<file path="config.mk">
export PLATFORM = sky130hd
export DESIGN_NAME = mem_arbiter
export DESIGN_NICKNAME = d
export VERILOG_FILES = /design/src/rtl/mem_pkg.sv /design/src/rtl/mem_resp_buf.sv /design/src/rtl/mem_arbiter.sv
export SDC_FILE = /design/constraint.sdc
export NUM_CORES = 1
export LEC_CHECK = 0
export ABC_AREA = 1
export CAP_MARGIN = 25
export CORE_AREA = 2 2 120 122
export CTS_CLUSTER_DIAMETER = 60
export DETAILED_ROUTE_END_ITERATION = 6
export DIE_AREA = 0 0 122 124
export PLACE_DENSITY = 0.74
export SYNTH_ARGS = -nofsm -noshare
export SYNTH_HDL_FRONTEND = slang
export SYNTH_SLANG_ARGS = --single-unit
</file>
<file path="constraint.sdc">
create_clock -name clock -period 13.8 [get_ports clock]
set_clock_uncertainty 0.05 [all_clocks]
set_input_delay 3.45 -clock clock [delete_from_list [all_inputs] [get_ports clock]]
set_output_delay 3.45 -clock clock [all_outputs]
set_load 0.01 [all_outputs]
</file>
<file path="src/rtl/mem_pkg.sv">
// Shared memory-interface types: access parameters, arbiter request/response
// records and the alignment check used before a request reaches mem.
package mem_pkg;

    typedef logic [31:0] arch_reg;

    typedef enum logic {
        MEM_OP_READ  = 1'b0,
        MEM_OP_WRITE = 1'b1
    } mem_op_t;

    typedef enum logic [1:0] {
        MEM_ACCESS_BYTE = 2'd0,
        MEM_ACCESS_HALF = 2'd1,
        MEM_ACCESS_WORD = 2'd2,
        MEM_ACCESS_RSVD = 2'd3
    } mem_access_size_t;

    typedef struct packed {
        mem_op_t          op;
        mem_access_size_t access_size;
        logic             sign_extend;
    } mem_params_t;

    typedef struct packed {
        arch_reg     address;
        arch_reg     wdata;
        mem_params_t params;
    } mem_req_t;

    typedef struct packed {
        arch_reg rdata;
        logic    error;
    } mem_resp_t;

    typedef enum logic {
        MEM_PORT_I = 1'b0,
        MEM_PORT_D = 1'b1
    } mem_port_t;

    // Harmless access presented to mem whenever nothing legal is granted.
    localparam mem_params_t MEM_IDLE_PARAMS = '{
        op:          MEM_OP_READ,
        access_size: MEM_ACCESS_WORD,
        sign_extend: 1'b0
    };

    function automatic logic mem_misaligned(input arch_reg address,
                                            input mem_access_size_t access_size);
        case (access_size)
            MEM_ACCESS_HALF: return address[0];
            MEM_ACCESS_WORD: return |address[1:0];
            default:         return 1'b0;
        endcase
    endfunction

endpackage

</file>
<file path="src/rtl/mem_resp_buf.sv">
// One-entry response register for one arbiter port; a load in the same
// cycle as a consume wins, so the entry stays valid with the new response.
module mem_resp_buf
    import mem_pkg::*;
(
    input  logic      clock,
    input  logic      reset,
    input  logic      i_load,
    input  mem_resp_t i_load_resp,
    input  logic      i_consume,
    output logic      o_valid,
    output mem_resp_t o_resp
);

    logic      r_valid;
    mem_resp_t r_resp;

    always_ff @(posedge clock) begin
        if (reset) begin
            r_valid <= 1'b0;
            r_resp  <= '0;
        end else if (i_load) begin
            r_valid <= 1'b1;
            r_resp  <= i_load_resp;
        end else if (i_consume) begin
            r_valid <= 1'b0;
        end
    end

    assign o_valid = r_valid;
    assign o_resp  = r_resp;

endmodule

</file>
<file path="src/rtl/mem_arbiter.sv">
// Shares the single-ported mem between instruction fetch (I) and load/store (D),
// one grant per cycle, with a bounded D streak so I cannot starve.
module mem_arbiter
    import mem_pkg::*;
#(
    parameter int MAX_D_STREAK = 4
) (
    input  logic        clock,
    input  logic        reset,
    input  logic        i_req_valid,
    output logic        i_req_ready,
    input  mem_req_t    i_req,
    output logic        i_resp_valid,
    input  logic        i_resp_ready,
    output mem_resp_t   i_resp,
    input  logic        d_req_valid,
    output logic        d_req_ready,
    input  mem_req_t    d_req,
    output logic        d_resp_valid,
    input  logic        d_resp_ready,
    output mem_resp_t   d_resp,
    output arch_reg     mem_address,
    output arch_reg     mem_data_in,
    output mem_params_t mem_params,
    input  arch_reg     mem_data_out
);

    localparam int         NPORTS     = 2;
    localparam int         P_I        = int'(MEM_PORT_I);
    localparam int         P_D        = int'(MEM_PORT_D);
    localparam logic [3:0] STREAK_MAX = 4'(MAX_D_STREAK);

    logic [3:0] r_streak;
    logic       w_req_valid  [NPORTS];
    logic       w_resp_ready [NPORTS];
    logic       w_eligible   [NPORTS];
    logic       w_load       [NPORTS];
    logic       w_buf_valid  [NPORTS];
    mem_resp_t  w_buf_resp   [NPORTS];
    logic       w_grant_i;
    logic       w_grant_d;
    logic       w_drive;
    logic       w_error;
    mem_req_t   w_sel_req;
    mem_resp_t  w_resp_next;

    assign w_req_valid[P_I]  = i_req_valid;
    assign w_req_valid[P_D]  = d_req_valid;
    assign w_resp_ready[P_I] = i_resp_ready;
    assign w_resp_ready[P_D] = d_resp_ready;
    assign w_load[P_I]       = w_grant_i;
    assign w_load[P_D]       = w_grant_d;

    // A full buffer that is drained this cycle frees its port for a new grant.
    for (genvar gi = 0; gi < NPORTS; gi++) begin : g_port
        assign w_eligible[gi] = !reset && w_req_valid[gi]
                                && (!w_buf_valid[gi] || w_resp_ready[gi]);

        mem_resp_buf u_buf (
            .clock       (clock),
            .reset       (reset),
            .i_load      (w_load[gi]),
            .i_load_resp (w_resp_next),
            .i_consume   (w_resp_ready[gi]),
            .o_valid     (w_buf_valid[gi]),
            .o_resp      (w_buf_resp[gi])
        );
    end

    assign w_grant_d = w_eligible[P_D] && ((r_streak < STREAK_MAX) || !w_eligible[P_I]);
    assign w_grant_i = w_eligible[P_I] && !w_grant_d;

    assign w_sel_req = w_grant_d ? d_req : i_req;
    assign w_error   = (w_sel_req.params.access_size == MEM_ACCESS_RSVD)
                       || mem_misaligned(w_sel_req.address, w_sel_req.params.access_size)
                       || (w_grant_i && (w_sel_req.params.op == MEM_OP_WRITE));
    assign w_drive   = (w_grant_i || w_grant_d) && !w_error;

    always_comb begin
        mem_address = '0;
        mem_data_in = '0;
        mem_params  = MEM_IDLE_PARAMS;
        if (w_drive) begin
            mem_address = w_sel_req.address;
            mem_data_in = w_sel_req.wdata;
            mem_params  = w_sel_req.params;
        end
    end

    // Errored requests and writes return zero data; writes are a bare ack.
    always_comb begin
        w_resp_next.error = w_error;
        w_resp_next.rdata = mem_data_out;
        if (w_error || (w_sel_req.params.op == MEM_OP_WRITE)) begin
            w_resp_next.rdata = '0;
        end
    end

    always_ff @(posedge clock) begin
        if (reset) begin
            r_streak <= '0;
        end else if (!i_req_valid || w_grant_i) begin
            r_streak <= '0;
        end else if (w_grant_d && (r_streak < STREAK_MAX)) begin
            r_streak <= r_streak + 4'd1;
        end
    end

    assign i_req_ready  = w_grant_i;
    assign d_req_ready  = w_grant_d;
    assign i_resp_valid = w_buf_valid[P_I];
    assign d_resp_valid = w_buf_valid[P_D];
    assign i_resp       = w_buf_resp[P_I];
    assign d_resp       = w_buf_resp[P_D];

endmodule

</file>
==> out/results.txt, run 1 <==
Int Power -> 0.459 mW
Post-synthesis xor/xnor area fraction -> 0.00209
Status -> complete, no violations
Simple-gate share of the synthesized area -> 0.381
Synth Area per Inst -> 6.16 sq um
Switching Fraction -> 0.296
Post-DP HPWL -> 12,500 um
Yosys reg bits -> 72
# setup viols final -> 0
Filler Cell Count -> 1,342
Synth area leaders -> dfxtp_1 34%, nand2_1 19%, o21ai_0 8.0%
Pre-antenna DRT Iters -> 6
Yosys cell types -> 22
Fin crit share -> 0.823
DRC -> 0
Die Width -> 122 um
Drt wl/cell -> 15.1 um
Placed standard-cell area -> 7340 sq um
Final Cell Area -> 7600 sq um
RSZ-0062 raised after global routing -> no
Ant diodes -> 0
H-tree levels -> 3
PD cells -> 85.8 nW/um^2
Synth top area share -> 0.344
Psw -> 0.193 mW
Setup bufs post-CTS -> 0
Congestion Overflow GR -> 0
Nets -> 1,134
DIE AREA -> 15,100 sq um
Critical path peak fanout -> 75
Reg2reg path depth -> 16
CTS Sinks -> 72
Seq/Total Area, Yosys -> 0.344
Sequential Power Share -> 0.347
Post-Synthesis Cells -> 679
Synthesized Nets -> 857
Hold Buf Count CTS -> 0
CP startpoint kind -> primary input
CTS tree -> yes
CP Capture Type -> output pin
Post-Synth Adder-Cell Area -> 0.0120
Worst hold start -> r_streak[3]
Vias in the first global route -> 4,741
Biggest area consumer among synthesized cells -> dfxtp_1
Design Power -> 0.652 mW
Initial antenna violation count -> 0
Clock buffer depth -> 2
Slew headroom -> 0.376
Final hold violations -> 0
Logic pwr share -> 0.334
Die Y -> 124 um
Routed Antenna Nets -> 0
Reg2reg start -> g_port[1].u_buf.o_valid
All-Layer GR Usage -> 0.209
Initial Util -> 0.305
GPL Wtd Cong -> 0.782
Num CTS Buffers -> 9
Post-Route WL -> 17,200 um
Max Cap Viol -> 0
Largest family of logic cells by synthesized area -> simple AND/OR/NAND/NOR gates
Worst Path Arrival -> 7.86 ns
Placed cell count -> 1,125
Post-cts sizing count -> 0
Clock Power Share -> 0.319
Reg2reg end -> g_port[1].u_buf.o_resp[27]
Fmax -> 0.0881 GHz
Final core utilization -> 0.554
Clk_lat worst skew -> 0.33 ns
Warnings, synthesis -> 0
Worst-path clk slew -> 0.05 ns
Setup TNS -> 0 ns
Row count -> 43
Synth Cell Area -> 4190 sq um
Slew Viols, Final -> 0
Area grow syn2layout -> 81.6%
Vias per inst -> 4.54
Compound-Gate Fraction of Synth Area -> 0.126
Critical Path RT -> 10.30 ns
Post-route insts no fill -> 1,141
Pin count of the biggest net entering global routing -> 76
Setup crit start -> reset
First-pass GRT wire length -> 24,800 um
Worst Hold End -> r_streak[3]
Core box area -> 13,700 sq um
Critical path class -> primary input to output pin
Vias -> 5,184
R2R Setup Slk -> 10.32 ns
Boundary pin count -> 312
Actual slew at the worst max-slew pin -> 0.936 ns
Worst hold path class -> flop to flop
PortBufs -> 311
Root buf cell -> clkbuf_16
Initial drt markers -> 300
Share of cells above drive strength 1 -> 0.0645
Worst hold path depth -> 2
Tmin final -> 11.36 ns
Max VDD drop -> 0.0767 mV
Proportion of synthesized area in mux cells -> 0
Leak -> 3.34 nW
-- cells in the final DEF (no fill, tap or decap), types with 33 or more instances in the layout --
master / n
clkdlybuf4s50_1: 311
nand2_1: 209
inv_1: 79
dfxtp_1: 72
o21ai_0: 67
nor2_1: 43
nand3_1: 39
a21oi_1: 35
nor2_2: 34
nand4_1: 33
-- worst max-delay path, cell delays in order --
cell	delay, ns
clkdlybuf4s50_1	0.50
nor2_2	0.19
nand3_1	0.16
nand2_4	0.59
inv_2	0.06
or2_2	0.28
o21ai_0	0.16
inv_1	0.13
ha_1	0.22
clkinv_1	0.05
buf_4	0.35
nand2_1	0.12
nor2_2	0.17
nand2_4	0.48
nor2_2	0.31
clkdlybuf4s50_1	0.57
-- cell families after synthesis --
group,Yosys count
flip-flops,72
adder cells (fa/ha/maj),4
AND/OR/NAND/NOR,364
buffers and inverters,135
XOR/XNOR,1
AO/OA/AOI/OAI,103
-- cell usage after synthesis --
cell,count
nand2_1,210
inv_1,80
dfxtp_1,72
o21ai_0,67
nor2_1,43
nand3_1,39
a21oi_1,35
nor2_2,34
nand4_1,33
clkbuf_1,30
buf_2,16
buf_6,5
ha_1,4
inv_2,2
or2_2,2
buf_1,1
clkinv_1,1
nand2_2,1
nor3_1,1
o21ai_4,1
or2_1,1
xnor2_1,1
-- how the worst max path moves through the flow --
| stage | to | slack, ns | depth (start not counted) |
|---|---|---|---|
| 3_3_place_gp | mem_address[2] | 2.47 | 18 |
| 3_5_place_dp | mem_address[2] | 2.37 | 18 |
| 4_1_cts | mem_address[2] | 2.37 | 18 |
| 6_report | mem_address[12] | 2.44 | 16 |
| 2_1_floorplan | mem_address[0] | 4.47 | 20 |
| 5_1_grt | mem_address[12] | 2.05 | 18 |
-- area by class of cell --
cell class,count,area [sq um],area share
multi-input combinational,472,2190,0.288
clock buffer,12,246,0.0324
clock inverter,4,20.0,0.00263
inverter,83,312,0.0410
tap,180,225,0.0296
timing repair buffer,318,3170,0.416
sequential,72,1440,0.190
-- through the flow --
step	setup WS [ns]	hold slack, ns
after floorplan	4.47	0.366
after global placement	2.47	0.372
after detailed placement	2.37	0.380
after CTS	2.37	0.387
after global routing	2.05	0.423
final	2.44	0.384
-- registers in the layout, indices dropped and copies added, names as in the netlist --
name	count
r_streak	4
g_port.u_buf.o_resp	66
g_port.u_buf.o_valid	2
-- routing by layer --
metal	vias up	routed length [um]	global-route usage
li1	2682	-	-
met1	2270	7000	0.245
met2	208	8110	0.360
met3	24	1750	0.0710
met4	0	364	0.0682
met5	-	0	0
-- power by group through the flow --
stage               clock, mW  combinational [mW]  sequential (mW)
floorplan                   0              0.0900            0.235
global placement            0               0.217            0.230
detailed placement          0               0.218            0.230
CTS                     0.211               0.219            0.226
global route            0.221               0.236            0.227
finish                  0.208               0.218            0.226
(Power assumes the default switching activity.)
==> inputs of run 2 (changes only) <==
--- a/config.mk
+++ b/config.mk
@@ -7,11 +7,11 @@
 export LEC_CHECK = 0
 export ABC_AREA = 1
 export CAP_MARGIN = 25
-export CORE_AREA = 2 2 120 122
+export CORE_MARGIN = 2
+export CORE_UTILIZATION = 31
 export CTS_CLUSTER_DIAMETER = 60
 export DETAILED_ROUTE_END_ITERATION = 6
-export DIE_AREA = 0 0 122 124
-export PLACE_DENSITY = 0.74
+export PLACE_DENSITY = 0.78
 export SYNTH_ARGS = -nofsm -noshare
 export SYNTH_HDL_FRONTEND = slang
 export SYNTH_SLANG_ARGS = --single-unit
==> constraint.sdc (replaced) <==
create_clock -name clock -period 9.7 [get_ports clock]
set_clock_uncertainty 0.05 [all_clocks]
set_input_delay 2.425 -clock clock [delete_from_list [all_inputs] [get_ports clock]]
set_output_delay 2.425 -clock clock [all_outputs]
set_load 0.01 [all_outputs]
==> run 2 against run 1 <==
Register-to-register slack worse by 3.7 ns. Hold slack better by 0.0061 ns. Via count up 0.12%.
==> out/results.txt, run 2 (synthesis results as in run 1) <==
Row count -> 42
CP startpoint kind -> primary input
PortBufs -> 311
First-pass GRT wire length -> 25,600 um
Pin count of the biggest net entering global routing -> 68
Hold Worst Slack -> 0.390 ns
Tmin final -> 8.98 ns
Drt wl/cell -> 14.9 um
CP Capture Type -> output pin
Nets -> 1,135
Worst hold start -> r_streak[3]
Pre-antenna DRT Iters -> 5
Share of cells above drive strength 1 -> 0.0676
Die Y -> 120 um
DRC -> 0
Post-cts sizing count -> 0
RSZ-0062 raised after global routing -> no
Hold Buf Count CTS -> 0
Ant diodes -> 0
Congestion Overflow GR -> 0
Reg2reg start -> g_port[1].u_buf.o_valid
Critical path class -> primary input to output pin
# setup viols final -> 0
Initial drt markers -> 254
H-tree levels -> 3
Routed Antenna Nets -> 0
Num CTS Buffers -> 9
Post-DP HPWL -> 12,300 um
Post-Route WL -> 17,000 um
Worst hold path class -> flop to flop
Placement Setup Slack -> 0.671 ns
Clock buffer depth -> 2
Vias in the first global route -> 4,768
Commonest non-fill, non-tap cell in the layout -> clkdlybuf4s50_1
Post-route setup slack -> 0.719 ns
Boundary pin count -> 312
GPL Wtd Cong -> 0.862
Setup crit start -> reset
Fmax -> 0.111 GHz
Fin crit share -> 0.926
Max VDD drop -> 0.111 mV
Die Width -> 120 um
Initial antenna violation count -> 0
Max Cap Viol -> 0
Vias -> 5,190
Status -> complete, no violations
Final hold violations -> 0
Max reg flops -> 66
Filler Cell Count -> 1,229
Critical path peak fanout -> 67
Area grow syn2layout -> 82.5%
Worst-path clk slew -> 0.05 ns
Worst Path Arrival -> 6.51 ns
Slew Viols, Final -> 0
Most frequent cells in the layout -> 311 x clkdlybuf4s50_1, 209 x nand2_1, 80 x inv_1
Root buf cell -> clkbuf_16
Area of the multi-input gates -> 2190 sq um
Setup TNS -> 0 ns
Critical Path RT -> 7.23 ns
All-Layer GR Usage -> 0.223
Actual slew at the worst max-slew pin -> 0.889 ns
Leak -> 3.35 nW
Clk_lat worst skew -> 0.32 ns
Initial Util -> 0.317
Core box area -> 13,200 sq um
Setup bufs post-CTS -> 0
Design Power -> 0.953 mW
FF/Latch Area -> 1440 sq um
CTS Sinks -> 72
DIE AREA -> 14,400 sq um
PD cells -> 125 nW/um^2
Vias per inst -> 4.56
Slew headroom -> 0.407
CTS tree -> yes
[run 2: cell type report]
type,count,share of cell area
tap,176,0.0288
clock inverter,7,0.00950
inverter,83,0.0408
timing repair buffer,319,0.416
clock buffer,9,0.0295
sequential,72,0.189
multi-input combinational,472,0.287
[run 2: path summary, 6_finish.rpt]
| path | slack, ns | endpoint | depth (start not counted) |
|---|---|---|---|
| setup / recovery | 0.72 | mem_data_in[26] | 18 |
| hold / removal | 0.39 | r_streak[3] | 2 |
| hold reg to reg | 0.39 | r_streak[3] | 2 |
| setup reg to reg | 6.58 | g_port[1].u_buf.o_resp[27] | 16 |
[run 2: critical path, stage by stage]
cell and delay [ns]:
clkdlybuf4s50_1 0.50, nor2_2 0.17, nand3_1 0.16, nand2_4 0.29
inv_2 0.06, or2_2 0.26, o21ai_0 0.15, inv_1 0.13
ha_1 0.22, or2_2 0.27, nand3_1 0.08, nand2_1 0.05
nand2_1 0.07, nand2_1 0.06, nor2_2 0.17, nand2_4 0.47
nor2_1 0.36, clkdlybuf4s50_1 0.59
[run 2: power by group]
group	leakage [nW]	internal [mW]	switching (mW)
Clock	0.141	0.199	0.125
Combinational	2.62	0.163	0.145
Sequential	0.588	0.313	0.00853
[run 2: per-stage QoR]
step | util | instance area (sq um) | cells
finish | 0.579 | 7640 | 1138
global route | 0.579 | 7640 | 1138
CTS | 0.579 | 7640 | 1138
detailed placement | 0.556 | 7340 | 1122
global placement | 0.556 | 7340 | 1122
floorplan | - | 4190 | 679
[run 2: metal layers]
layer / vias to the layer above / track usage / wire length, um
li1: 2687 / - / -
met1: 2277 / 0.263 / 6840
met2: 204 / 0.376 / 8060
met3: 22 / 0.0774 / 1680
met4: 0 / 0.0757 / 390
met5: - / 0 / 0
==> variant, RTL diff (settings of run 1) <==
Change the localparam `NPORTS` from 2 to 4.
--- a/src/rtl/mem_arbiter.sv
+++ b/src/rtl/mem_arbiter.sv
@@ -25,7 +25,7 @@
     input  arch_reg     mem_data_out
 );
 
-    localparam int         NPORTS     = 2;
+    localparam int         NPORTS     = 4;
     localparam int         P_I        = int'(MEM_PORT_I);
     localparam int         P_D        = int'(MEM_PORT_D);
     localparam logic [3:0] STREAK_MAX = 4'(MAX_D_STREAK);
Formal check against the unedited RTL: equivalent (Yosys induction, for registers that start in step).
==> variant against run 1 <==
Routed wire length grew 3.8%. Synthesized area grew 0.87%. Total power rose by 3.0%. Sequential cell count unchanged. Sequential share of layout area is 0.15 points lower. Clock power is 9% higher. Cell area is 0.82% higher. Setup slack worse by 0.50 ns. Critical endpoint is now mem_data_in[2]. Largest power group is now the clock network.
==> variant: results (changes against run 1) <==
| Metric | Value |
|---|---|
| Actual slew at the worst max-slew pin | 0.9011 ns (-0.03520 ns) |
| Routability cong. | 0.9400 (+20%) |
| Via count | 5,259 (+1.4%) |
| Post-synth cell types | 26 (+18%) |
| Final Util | 55.87% (+0.46 points) |
| Filler cell count | 1,316 (-1.9%) |
| Routing usage on met3 | 7.005% (-0.092 points) |
| Seq/Total Area, Yosys | 34.14% (-0.30 points) |
| Status | finished, final reports clean |
| Area after DPL | 7373 µm² (+0.51%) |
| Largest cells by area after synthesis | dfxtp_1 34%, nand2_1 18%, inv_1 7.2% |
| FF-to-FF End | g_port[1].u_buf.o_resp[13]$_SDFFE_PP0N_ |
| Static leakage | 3.350 nW (+0.39%) |
| Routed wire length per instance | 15.68 µm (+3.8%) |
| Layout cell share with drive strength beyond 1 | 6.458% (+0.0067 points) |
| Hold WS | 0.3866 ns (+0.002928 ns) |
| Sequential share of power | 33.6% (-1.1 points) |
| Pre-CTS setup slack | 1.875 ns (-0.4933 ns) |
| Initial antenna violation count | 1 (+1) |
| Top cells by count, synth | 208 x nand2_1, 81 x inv_1, 72 x dfxtp_1 |
| Sw Pwr | 194.0 µW (+0.58%) |
| Mean post-synth cell area | 6.217 µm² (+0.87%) |
| Vias in the first global route | 4,851 (+2.3%) |
| R2R setup slack | 10.62 ns (+0.30 ns) |
| Detail Placement HPWL | 13.46 mm (+7.7%) |
| Clock Power Share | 33.8% (+1.9 points) |
| Final WL | 17.89 mm (+3.8%) |
==> variant: cell types whose count changed in the layout (fill, tap and decap cells not counted), moves of 2 or more <==
cell,change
clkinv_2,-3
nand3_1,-2
nor2_2,-2
o21ai_0,-10
o21ai_1,+10
==> variant: how the worst max path moves through the flow <==
stage | start | end | slack [ns] | cells after the start
global placement | reset | mem_address[6] | 1.55 | 16
detailed placement | reset | mem_data_in[2] | 1.88 | 17
global route | reset | mem_address[4] | 1.39 | 17
finish | reset | mem_data_in[2] | 1.94 | 17
CTS | reset | mem_data_in[2] | 1.87 | 17
floorplan | d_resp_ready | mem_data_in[10] | 4.62 | 17
==> variant: cells by family (layout without fill, tap and decap cells) <==
family / after synthesis / count (layout) / synth area share [%]
AO/OA/AOI/OAI: 106 / 106 / 13.10
XOR/XNOR: 1 / 1 / 0.2075
adder cells (fa/ha/maj): 4 / 4 / 1.186
buffers and inverters: 136 / 417 / 13.81
flip-flops: 72 / 72 / 34.14
other: 0 / 1 / 0
AND/OR/NAND/NOR: 360 / 360 / 37.55
==> variant: layout make-up <==
cell class | instances | area share [%]
diodes | 1 | 0.03265
flip-flops and latches | 72 | 18.81
repair buffers | 318 | 41.46
well taps | 180 | 2.938
inverters | 84 | 4.114
clock buffers | 12 | 3.216
clock inverters | 3 | 0.5550
multi-input cells | 471 | 28.88
==> variant: critical path, cell delays in order <==
cell and delay (ns):
clkdlybuf4s50_1 0.48, inv_2 0.07, buf_4 0.49, nand2_1 0.17
nor2_2 0.23, nand2_4 0.30, o21ai_0 0.43, inv_1 0.12
ha_1 0.19, or2_2 0.26, nand3_1 0.08, nand2_1 0.09
nand2_4 0.32, o2111ai_4 0.42, buf_4 0.46, nor2_1 0.19
clkdlybuf4s50_1 0.57
